==> config.mk <==
export PLATFORM = sky130hd
export DESIGN_NAME = pspin_cmd_router
export DESIGN_NICKNAME = d
export VERILOG_FILES = /design/src/rtl/pspin_cfg_pkg.sv /design/src/rtl/rr_arb_idx.sv /design/src/rtl/pspin_cmd_router.sv
export SDC_FILE = /design/constraint.sdc
export NUM_CORES = 1
export LEC_CHECK = 0
export CORE_MARGIN = 3
export CORE_UTILIZATION = 55
export DETAILED_ROUTE_END_ITERATION = 10
export PLACE_DENSITY = 0.83
export SYNTH_ARGS = -nofsm -noshare
export SYNTH_HDL_FRONTEND = slang
export SYNTH_SLANG_ARGS = --single-unit
==> constraint.sdc <==
create_clock -name clk_i -period 5.7 [get_ports clk_i]
set_input_delay 1.14 -clock clk_i [delete_from_list [all_inputs] [get_ports clk_i]]
set_output_delay 1.14 -clock clk_i [all_outputs]
set_load 0.1 [all_outputs]
==> src/rtl/pspin_cfg_pkg.sv <==
// Shared PsPIN sizing constants and command/completion record types.
// Command slots are addressed by the packed {cluster_id, core_id, local_cmd_id} tuple.
package pspin_cfg_pkg;

   localparam int NUM_CLUSTERS       = 4;
   localparam int NUM_CORES          = 8;
   localparam int NUM_HPU_CMDS       = 4;
   localparam int NUM_CMD_INTERFACES = 3;

   localparam int CMD_SLOTS = NUM_CLUSTERS * NUM_CORES * NUM_HPU_CMDS;
   localparam int SLOT_W    = $clog2(CMD_SLOTS);

   typedef struct packed {
      logic [1:0] cluster_id;
      logic [2:0] core_id;
      logic [1:0] local_cmd_id;
   } pspin_cmd_id_t;

   typedef struct packed {
      pspin_cmd_id_t cmd_id;
      logic          generate_event;
      logic [1:0]    intf_id;
      logic [31:0]   cmd_data;
   } pspin_cmd_t;

   typedef struct packed {
      pspin_cmd_id_t cmd_id;
      logic [31:0]   resp_data;
   } pspin_cmd_resp_t;

   function automatic logic [SLOT_W-1:0] cmd_slot(pspin_cmd_id_t id);
      return {id.cluster_id, id.core_id, id.local_cmd_id};
   endfunction

endpackage

==> src/rtl/rr_arb_idx.sv <==
// Round-robin arbiter returning a grant index; the search starts at ptr_q,
// which moves to one past the winner only when the grant is accepted.
module rr_arb_idx #(
   parameter  int N     = 4,
   localparam int IDX_W = (N > 1) ? $clog2(N) : 1
) (
   input  logic             clk_i,
   input  logic             rst_ni,
   input  logic [N-1:0]     req_i,
   input  logic             advance_i,
   output logic             gnt_valid_o,
   output logic [IDX_W-1:0] gnt_idx_o
);

   logic [IDX_W-1:0] ptr_q, ptr_d;

   function automatic logic [IDX_W-1:0] wrap_idx(int base, int off);
      int s;
      s = base + off;
      if (s >= N) s = s - N;
      return IDX_W'(s);
   endfunction

   // Walk from the farthest offset down so the nearest requester wins.
   always_comb begin
      gnt_valid_o = 1'b0;
      gnt_idx_o   = '0;
      for (int off = N - 1; off >= 0; off--) begin
         if (req_i[wrap_idx(int'(ptr_q), off)]) begin
            gnt_valid_o = 1'b1;
            gnt_idx_o   = wrap_idx(int'(ptr_q), off);
         end
      end
   end

   always_comb begin
      ptr_d = ptr_q;
      if (advance_i && gnt_valid_o) ptr_d = wrap_idx(int'(gnt_idx_o), 1);
   end

   always_ff @(posedge clk_i or negedge rst_ni) begin
      if (!rst_ni) ptr_q <= '0;
      else         ptr_q <= ptr_d;
   end

endmodule

==> src/rtl/pspin_cmd_router.sv <==
// Routes cluster commands to downstream command interfaces and returns their
// completions, tracking every outstanding cmd_id in a pending table.
module pspin_cmd_router
   import pspin_cfg_pkg::*;
#(
   parameter int NUM_REQS = pspin_cfg_pkg::NUM_CLUSTERS,
   parameter int NUM_INTF = pspin_cfg_pkg::NUM_CMD_INTERFACES
) (
   input  logic                             clk_i,
   input  logic                             rst_ni,
   input  logic            [NUM_REQS-1:0]   cmd_req_valid_i,
   output logic            [NUM_REQS-1:0]   cmd_req_ready_o,
   input  pspin_cmd_t      [NUM_REQS-1:0]   cmd_req_i,
   output logic            [NUM_INTF-1:0]   intf_cmd_valid_o,
   input  logic            [NUM_INTF-1:0]   intf_cmd_ready_i,
   output pspin_cmd_t                       intf_cmd_o,
   input  logic            [NUM_INTF-1:0]   intf_resp_valid_i,
   output logic            [NUM_INTF-1:0]   intf_resp_ready_o,
   input  pspin_cmd_resp_t [NUM_INTF-1:0]   intf_resp_i,
   output logic            [NUM_REQS-1:0]   cmd_resp_valid_o,
   output pspin_cmd_resp_t                  cmd_resp_o,
   output logic            [7:0]            inflight_o,
   output logic                             err_o
);

   localparam int REQ_W  = (NUM_REQS > 1) ? $clog2(NUM_REQS) : 1;
   localparam int INTF_W = (NUM_INTF > 1) ? $clog2(NUM_INTF) : 1;

   logic                  cmd_valid_q, cmd_valid_d;
   pspin_cmd_t            cmd_q, cmd_d;
   logic                  rsp_valid_q, rsp_valid_d;
   pspin_cmd_resp_t       rsp_q, rsp_d;
   logic [CMD_SLOTS-1:0]  pend_q, pend_d;
   logic [CMD_SLOTS-1:0]  gen_q, gen_d;
   logic [7:0]            inflight_q, inflight_d;
   logic                  err_q, err_d;

   logic [NUM_REQS-1:0]   req_mask;
   logic                  req_gnt_valid;
   logic [REQ_W-1:0]      req_gnt_idx;
   logic                  rsp_gnt_valid;
   logic [INTF_W-1:0]     rsp_gnt_idx;
   logic                  cmd_handoff;
   logic                  cmd_can_accept;
   logic                  cmd_fire;
   logic                  cmd_bad;
   logic                  rsp_fire;
   pspin_cmd_t            cmd_sel;
   pspin_cmd_resp_t       rsp_sel;
   logic [SLOT_W-1:0]     cmd_sel_slot;
   logic [SLOT_W-1:0]     rsp_sel_slot;

   // Masking uses pend_q, so a slot freed this cycle is only grantable next cycle.
   always_comb begin
      req_mask = '0;
      for (int r = 0; r < NUM_REQS; r++)
         req_mask[r] = cmd_req_valid_i[r] & ~pend_q[cmd_slot(cmd_req_i[r].cmd_id)];
   end

   rr_arb_idx #(.N(NUM_REQS)) u_req_arb (
      .clk_i       (clk_i),
      .rst_ni      (rst_ni),
      .req_i       (req_mask),
      .advance_i   (cmd_fire),
      .gnt_valid_o (req_gnt_valid),
      .gnt_idx_o   (req_gnt_idx)
   );

   rr_arb_idx #(.N(NUM_INTF)) u_rsp_arb (
      .clk_i       (clk_i),
      .rst_ni      (rst_ni),
      .req_i       (intf_resp_valid_i),
      .advance_i   (rsp_fire),
      .gnt_valid_o (rsp_gnt_valid),
      .gnt_idx_o   (rsp_gnt_idx)
   );

   always_comb begin
      intf_cmd_valid_o = '0;
      for (int i = 0; i < NUM_INTF; i++)
         if (cmd_valid_q && (int'(cmd_q.intf_id) == i)) intf_cmd_valid_o[i] = 1'b1;
   end

   always_comb begin
      cmd_resp_valid_o = '0;
      for (int r = 0; r < NUM_REQS; r++)
         if (rsp_valid_q && (int'(rsp_q.cmd_id.cluster_id) == r)) cmd_resp_valid_o[r] = 1'b1;
   end

   // Both handshakes are gated by rst_ni so nothing is accepted while in reset.
   assign cmd_handoff    = |(intf_cmd_valid_o & intf_cmd_ready_i);
   assign cmd_can_accept = rst_ni & (~cmd_valid_q | cmd_handoff);
   assign cmd_fire       = req_gnt_valid & cmd_can_accept;
   assign cmd_sel        = cmd_req_i[req_gnt_idx];
   assign cmd_sel_slot   = cmd_slot(cmd_sel.cmd_id);
   assign cmd_bad        = int'(cmd_sel.intf_id) >= NUM_INTF;
   assign rsp_fire       = rsp_gnt_valid & rst_ni;
   assign rsp_sel        = intf_resp_i[rsp_gnt_idx];
   assign rsp_sel_slot   = cmd_slot(rsp_sel.cmd_id);

   always_comb begin
      cmd_req_ready_o = '0;
      if (cmd_fire) cmd_req_ready_o[req_gnt_idx] = 1'b1;
   end

   always_comb begin
      intf_resp_ready_o = '0;
      if (rsp_fire) intf_resp_ready_o[rsp_gnt_idx] = 1'b1;
   end

   always_comb begin
      cmd_valid_d = cmd_valid_q;
      cmd_d       = cmd_q;
      rsp_valid_d = 1'b0;
      rsp_d       = rsp_q;
      pend_d      = pend_q;
      gen_d       = gen_q;
      inflight_d  = inflight_q;
      err_d       = 1'b0;

      if (cmd_handoff) cmd_valid_d = 1'b0;

      if (cmd_fire) begin
         if (cmd_bad) begin
            err_d = 1'b1;
         end else begin
            cmd_valid_d          = 1'b1;
            cmd_d                = cmd_sel;
            pend_d[cmd_sel_slot] = 1'b1;
            gen_d[cmd_sel_slot]  = cmd_sel.generate_event;
            inflight_d           = inflight_d + 8'd1;
         end
      end

      // The arbiter mask guarantees this never clears the slot just set above.
      if (rsp_fire) begin
         if (pend_q[rsp_sel_slot]) begin
            pend_d[rsp_sel_slot] = 1'b0;
            inflight_d           = inflight_d - 8'd1;
            if (gen_q[rsp_sel_slot]) begin
               rsp_valid_d = 1'b1;
               rsp_d       = rsp_sel;
            end
         end else begin
            err_d = 1'b1;
         end
      end
   end

   always_ff @(posedge clk_i or negedge rst_ni) begin
      if (!rst_ni) begin
         cmd_valid_q <= 1'b0;
         cmd_q       <= '0;
         rsp_valid_q <= 1'b0;
         rsp_q       <= '0;
         pend_q      <= '0;
         gen_q       <= '0;
         inflight_q  <= '0;
         err_q       <= 1'b0;
      end else begin
         cmd_valid_q <= cmd_valid_d;
         cmd_q       <= cmd_d;
         rsp_valid_q <= rsp_valid_d;
         rsp_q       <= rsp_d;
         pend_q      <= pend_d;
         gen_q       <= gen_d;
         inflight_q  <= inflight_d;
         err_q       <= err_d;
      end
   end

   assign intf_cmd_o = cmd_q;
   assign cmd_resp_o = rsp_q;
   assign inflight_o = inflight_q;
   assign err_o      = err_q;

endmodule

==> results of run 1 <==
## cells by family (layout without fill, tap and decap cells)
family	Yosys count	count (layout)	share of synthesized area, %
AO/OA/AOI/OAI	532	532	16.7
XOR/XNOR	12	12	0.451
adder cells (fa/ha/maj)	13	13	0.687
buffers and inverters	236	945	4.36
flip-flops	352	352	37.8
multiplexers	380	380	24.4
other	0	9	0
AND/OR/NAND/NOR	792	792	15.5
## timing repair
action	4_1_cts	5_1_grt
gates resized for setup	7	10
setup endpoints to repair	4	6
setup buffers	1	0
pin swaps	0	2
gates cloned	1	1
endpoints found under the hold margin	0	0
## power breakdown
part           switching, mW  leakage (nW)  internal, mW
Combinational           7.05          9.13          4.15
Clock                   1.13         0.617          1.48
Sequential              1.33          4.53          3.45
Total                   9.51          14.3          9.08
## routing by layer
metal | up-vias | part of all wire, % | global-route usage (%)
met1 | 11729 | 34 | 57.0
met5 | - | 0.012 | 0
met2 | 2047 | 44 | 70.1
li1 | 10070 | - | -
met4 | 2 | 7.9 | 29.4
met3 | 507 | 14 | 15.6
## state kept, by name (all words and copies together) (netlist names)
name	cells
cmd_resp_o	39
cmd_valid_q	1
err_o	1
gen_q	128
inflight_o	8
intf_cmd_o	42
pend_q	128
rsp_valid_q	1
u_req_arb.ptr_q	2
u_rsp_arb.ptr_q	2
## final cells by class
type / instances / area share, %
Clock buffer: 53 / 3.35
Multi-Input combinational cell: 1729 / 42.1
Timing Repair Buffer: 812 / 23.7
Sequential cell: 352 / 27.3
Inverter: 62 / 0.722
Tap cell: 532 / 2.07
Antenna cell: 9 / 0.0699
Clock inverter: 18 / 0.656
## stage by stage
stage	instance area (sq um)	total power [mW]
2_1_floorplan	23300	11.2
3_3_place_gp	30800	15.2
3_5_place_dp	30800	15.5
4_1_cts	32100	18.2
5_1_grt	32200	19.1
6_report	32200	18.6
## cell usage in the layout (no fill, tap or decap), types with 41 or more instances in the layout
cell type | netlist | layout
and2_1 | 45 | 41
buf_4 | 6 | 374
nand2_1 | 387 | 387
dfrtp_1 | 352 | 352
o21ai_0 | 92 | 92
nor2_1 | 134 | 132
mux2_2 | 127 | 127
a31oi_1 | 48 | 47
o22a_1 | 103 | 103
mux4_2 | 132 | 132
inv_1 | 57 | 56
nand3_1 | 84 | 84
mux2_1 | 51 | 51
clkdlybuf4s50_1 | 0 | 384
buf_12 | 0 | 42
mux2i_1 | 68 | 67
o22ai_1 | 61 | 60
## path summary, 6_finish.rpt
| path | endpoint | cells past startpoint | from |
|---|---|---|---|
| max | cmd_resp_o[16] | 16 | intf_resp_valid_i[0] |
| min | gen_q[19] | 1 | rst_ni |
| max reg2reg | cmd_resp_o[16] | 16 | u_rsp_arb.ptr_q[0] |
| min reg2reg | intf_cmd_o[27] | 2 | intf_cmd_o[27] |
| max in group asynchronous | intf_cmd_o[22] | 3 | rst_ni |
| min in group clk_i | intf_cmd_o[27] | 2 | intf_cmd_o[27] |
==> results.sh, run 1 <==
export IMPL_maxCapViolCount=0
export IMPL_effective_utilization_at_floorplan_pct=56.4
export IMPL_wl_mm=106
export IMPL_final_max_slew_violation_count=0
export IMPL_cp_slowest_cell="o21ai_0"
export IMPL_setup_violations_final=0
export IMPL_worst_setup_path_end_kind="flop"
export IMPL_cts_root_buffer_cell="clkbuf_16"
export IMPL_number_of_global_route_vias_before_repair=24116
export IMPL_die_wd_um=212
export IMPL_layout_cells_excl_fill=3567
export IMPL_synth_area_sq_um=23300
export IMPL_boundaryPins=401
export IMPL_power_density_nw_per_um2=577
export IMPL_leakage_nw=14.3
export IMPL_cts_reportedPaths_clkPinSlew_ns=0.06
export IMPL_critPathMaxStageDelay_ns=0.81
export IMPL_drive_gt1_share_pct=26.5
export IMPL_synthTopCellsByCount="387 x nand2_1, 352 x dfrtp_1, 134 x nor2_1"
export IMPL_vdd_drop_max_mv=0.518
export IMPL_synth_ff_type="dfrtp_1"
export IMPL_rows=74
export IMPL_fin_util_pct=78.0
export IMPL_grt_antenna_before_repair=5
export IMPL_path_cells="clkdlybuf4s50_1 -> inv_1 -> maj3_1 -> o21a_1 -> inv_2 -> mux2i_1 -> o21ai_0 -> nor2_1 -> nand2_1 -> a21o_1 -> o221ai_1 -> nor4_4 -> nand2_2 -> nand4b_1 -> buf_12 -> mux2_2"
export IMPL_final_setup_tns_ns=0
export IMPL_h_tree_depth=2
export IMPL_syn_nets=2626
export IMPL_final_net_count=3305
export IMPL_critical_path_buf_inv_count=4
export IMPL_detail_route_antenna_nets=0
export IMPL_synthMostInstantiatedCell="nand2_1"
export IMPL_routed_via_count_divided_by_cell_count=6.83
export IMPL_drc_markers=0
export IMPL_first_pass_grt_wire_length_mm=154
export IMPL_worstSetupStartpointType="input pin"
export IMPL_synth_cells=2317
export IMPL_pre_cts_slack_ns=-0.465
export IMPL_synth_seq_cells=352
export IMPL_die_area_sq_um=44900
export IMPL_post_synth_cell_area_avg_sq_um=10.1
export IMPL_placed_cells=3484
export IMPL_slew_headroom_pct=20.2
export IMPL_cts_tree="built"
export IMPL_tightest_slew_ns=1.19
export IMPL_worstSkewPairLatency_ns=0.59
export IMPL_run_status="completed"
export IMPL_ys_async_sr_fraction_pct=100
export IMPL_post_cts_hold_buffer_count=0
export IMPL_synthToLayoutAreaGrowth_pct=38.3
export IMPL_track_usage_pct=46.2
export IMPL_grt_start_max_net_pins=159
export IMPL_post_synth_top_area_fraction_pct=37.8
export IMPL_sequential_cell_area_sq_um=8810
export IMPL_cts_sinks=352
export IMPL_worst_slack_ns=0.0592
export IMPL_total_overflow_reported_by_the_global_router=0
export IMPL_critical_path_top_delay_family="simple AND/OR/NAND/NOR gates"
export IMPL_period_minus_slack_ns=5.64
export IMPL_critPathKind="input pin to flop"
export IMPL_port_buffers=400
export IMPL_netlist_top_cells_area="dfrtp_1 38%, mux4_2 13%, nand2_1 6.2%, mux2_2 6.1%, o22a_1 3.9%"
export IMPL_detailedRoute_firstPassIterationCount=7
export IMPL_finalClockSkew_ns=0.0300
export IMPL_multi_input_area_sq_um=13600
export IMPL_synth_warning_count=0
export IMPL_max_freq_mhz=177
export IMPL_holdWs_ns=0.421
export IMPL_core_sq_um=41300
export IMPL_first_iter_violations=3380
export IMPL_ctsLongestPathBuffers=3
export IMPL_yosysSeqAreaShare_pct=37.8
export IMPL_final_fill_count=2565
export IMPL_critical_path_arrival_ns=6.08
export IMPL_via_count=24355
export IMPL_worst_ep_required_time_ns=6.14
export IMPL_finalHoldViolCount=0
export IMPL_dieHeight_um=212
export IMPL_min_period_over_period_pct=99.0
export IMPL_hpwl_mm=79.7
export IMPL_cts_buffers_inserted=39
export IMPL_regToRegSetupSlack_ns=0.39
export IMPL_routed_wire_length_per_instance_um=29.8
export IMPL_gp_congestion=1.09
export IMPL_number_of_synthesized_flops_with_an_enable_pin=0
export IMPL_netlist_top_cell_by_area="dfrtp_1"
export IMPL_maximum_fanout_along_the_worst_path=40
export IMPL_min_delay_path_class="input pin to async pin"
export IMPL_synth_cell_type_count=92
Power figures use the tool's default switching activity.
==> run 2, diff against run 1 <==
- SLEW_MARGIN: not set -> 25
==> run 2 against run 1 <==
  * Via count is essentially flat
  * Sequential power hardly changed
  * Global-route usage unchanged
  * Critical endpoint unchanged
==> results.sh, run 2 (same netlist as run 1, synthesis figures left out) <==
export IMPL_die_area_sq_um=44900
export IMPL_period_minus_slack_ns=5.62
export IMPL_gp_congestion=1.09
export IMPL_min_delay_path_class="input pin to async pin"
export IMPL_layout_common_cells="387 x nand2_1, 382 x clkdlybuf4s50_1, 374 x buf_4"
export IMPL_port_buffers=400
export IMPL_critical_path_arrival_ns=6.07
export IMPL_routed_wire_length_per_instance_um=29.8
export IMPL_finalClockSkew_ns=0.0322
export IMPL_boundaryPins=401
export IMPL_min_period_over_period_pct=98.7
export IMPL_final_fill_count=2569
export IMPL_ctsLongestPathBuffers=3
export IMPL_h_tree_depth=2
export IMPL_effective_utilization_at_floorplan_pct=56.4
export IMPL_run_status="completed"
export IMPL_grt_start_max_net_pins=159
export IMPL_maximum_fanout_along_the_worst_path=40
export IMPL_regToRegSetupSlack_ns=0.40
export IMPL_synthToLayoutAreaGrowth_pct=38.2
export IMPL_holdWs_ns=0.422
export IMPL_detail_route_antenna_nets=0
export IMPL_setup_violations_final=0
export IMPL_first_pass_grt_wire_length_mm=154
export IMPL_wl_mm=106
export IMPL_post_cts_hold_buffer_count=0
export IMPL_power_density_nw_per_um2=577
export IMPL_grt_antenna_before_repair=5
export IMPL_fin_util_pct=78.0
export IMPL_worstSkewPairLatency_ns=0.59
export IMPL_final_net_count=3305
export IMPL_dieHeight_um=212
export IMPL_drc_markers=0
export IMPL_routed_via_count_divided_by_cell_count=6.83
export IMPL_cts_reportedPaths_clkPinSlew_ns=0.07
export IMPL_rows=74
export IMPL_r2r_end="cmd_resp_o[16]"
export IMPL_mostFrequentLayoutCell="nand2_1"
export IMPL_worst_ep_required_time_ns=6.14
export IMPL_maxCapViolCount=0
export IMPL_vdd_drop_max_mv=0.521
export IMPL_finalHoldViolCount=0
export IMPL_cts_root_buffer_cell="clkbuf_16"
export IMPL_final_max_slew_violation_count=0
export IMPL_max_freq_mhz=178
export IMPL_leakage_nw=14.3
export IMPL_core_sq_um=41300
export IMPL_first_iter_violations=3394
export IMPL_worst_setup_path_end_kind="flop"
export IMPL_track_usage_pct=46.2
export IMPL_number_of_global_route_vias_before_repair=24116
export IMPL_worstSetupStartpointType="input pin"
export IMPL_hpwl_mm=79.7
export IMPL_slew_headroom_pct=25.5
export IMPL_cts_buffers_inserted=39
export IMPL_cts_tree="built"
export IMPL_finalPower_mw=18.6
export IMPL_ff2ff_path_depth=16
export IMPL_detailedRoute_firstPassIterationCount=6
export IMPL_crit_reg2reg_launch="u_rsp_arb.ptr_q[0]"
export IMPL_critPathKind="input pin to flop"
export IMPL_drive_gt1_share_pct=26.5
export IMPL_tightest_slew_ns=1.11
export IMPL_via_count=24360
export IMPL_total_overflow_reported_by_the_global_router=0
export IMPL_die_wd_um=212
export IMPL_cts_sinks=352
## run 2: worst max path at each step
stage,startpoint,endpoint,cells past startpoint
floorplan,cmd_req_i[77],cmd_req_ready_o[0],16
global placement,cmd_req_i[37],gen_q[108],17
detailed placement,cmd_req_i[37],gen_q[106],17
CTS,cmd_req_i[37],cmd_req_ready_o[0],17
global route,cmd_req_i[120],cmd_req_ready_o[0],17
finish,intf_resp_valid_i[0],cmd_resp_o[16],16
## run 2: final cells by class
class | instances | area [sq um] | area share (%)
Antenna cell | 7 | 17.5 | 0.0544
Sequential cell | 352 | 8810 | 27.4
Tap cell | 532 | 666 | 2.07
Clock buffer | 53 | 1080 | 3.35
Multi-Input combinational cell | 1729 | 13600 | 42.1
Clock inverter | 18 | 211 | 0.657
Inverter | 62 | 233 | 0.723
Timing Repair Buffer | 812 | 7630 | 23.7
## run 2: power breakdown
group          switching (mW)  internal (mW)
clock network            1.13           1.48
registers                1.33           3.45
logic                    7.05           4.14
## run 2: repair_timing
| item | 4_1_cts | 5_1_grt |
|---|---|---|
| resized for setup | 7 | 10 |
| pin swaps | 0 | 2 |
| buffers inserted | 1 | 0 |
| endpoints found under the setup margin | 4 | 6 |
| cloned | 1 | 1 |
## run 2: through the flow
| step | cell area [sq um] | worst slack (ns) | std cells | setup TNS (ns) |
|---|---|---|---|---|
| 4_1_cts | 32100 | 0.00638 | 3557 | 0 |
| 5_1_grt | 32200 | -0.000515 | 3561 | -0.000515 |
| 3_5_place_dp | 30800 | -0.465 | 3484 | -68.33 |
| 2_1_floorplan | 23300 | -0.125 | 2317 | -0.125 |
| 3_3_place_gp | 30800 | -0.354 | 3484 | -39.21 |
| 6_report | 32200 | 0.0751 | 3565 | 0 |
## run 2: critical path, stage by stage
cell             delay, ns
clkdlybuf4s50_1       0.50
inv_1                 0.06
maj3_1                0.40
o21a_1                0.28
inv_2                 0.21
mux2i_1               0.12
o21ai_0               0.81
nor2_1                0.40
nand2_1               0.19
a21o_1                0.17
o221ai_1              0.22
nor4_4                0.40
nand2_2               0.24
nand4b_1              0.31
buf_12                0.23
mux2_2                0.32
## run 2: per-layer routing
| layer | GRT usage [%] | vias to the layer above | share of wire (%) |
|---|---|---|---|
| met5 | 0 | - | 0.012 |
| met4 | 29.4 | 2 | 7.9 |
| met3 | 15.6 | 503 | 14 |
| met2 | 70.1 | 2072 | 44 |
| met1 | 57.0 | 11714 | 34 |
| li1 | - | 10069 | - |
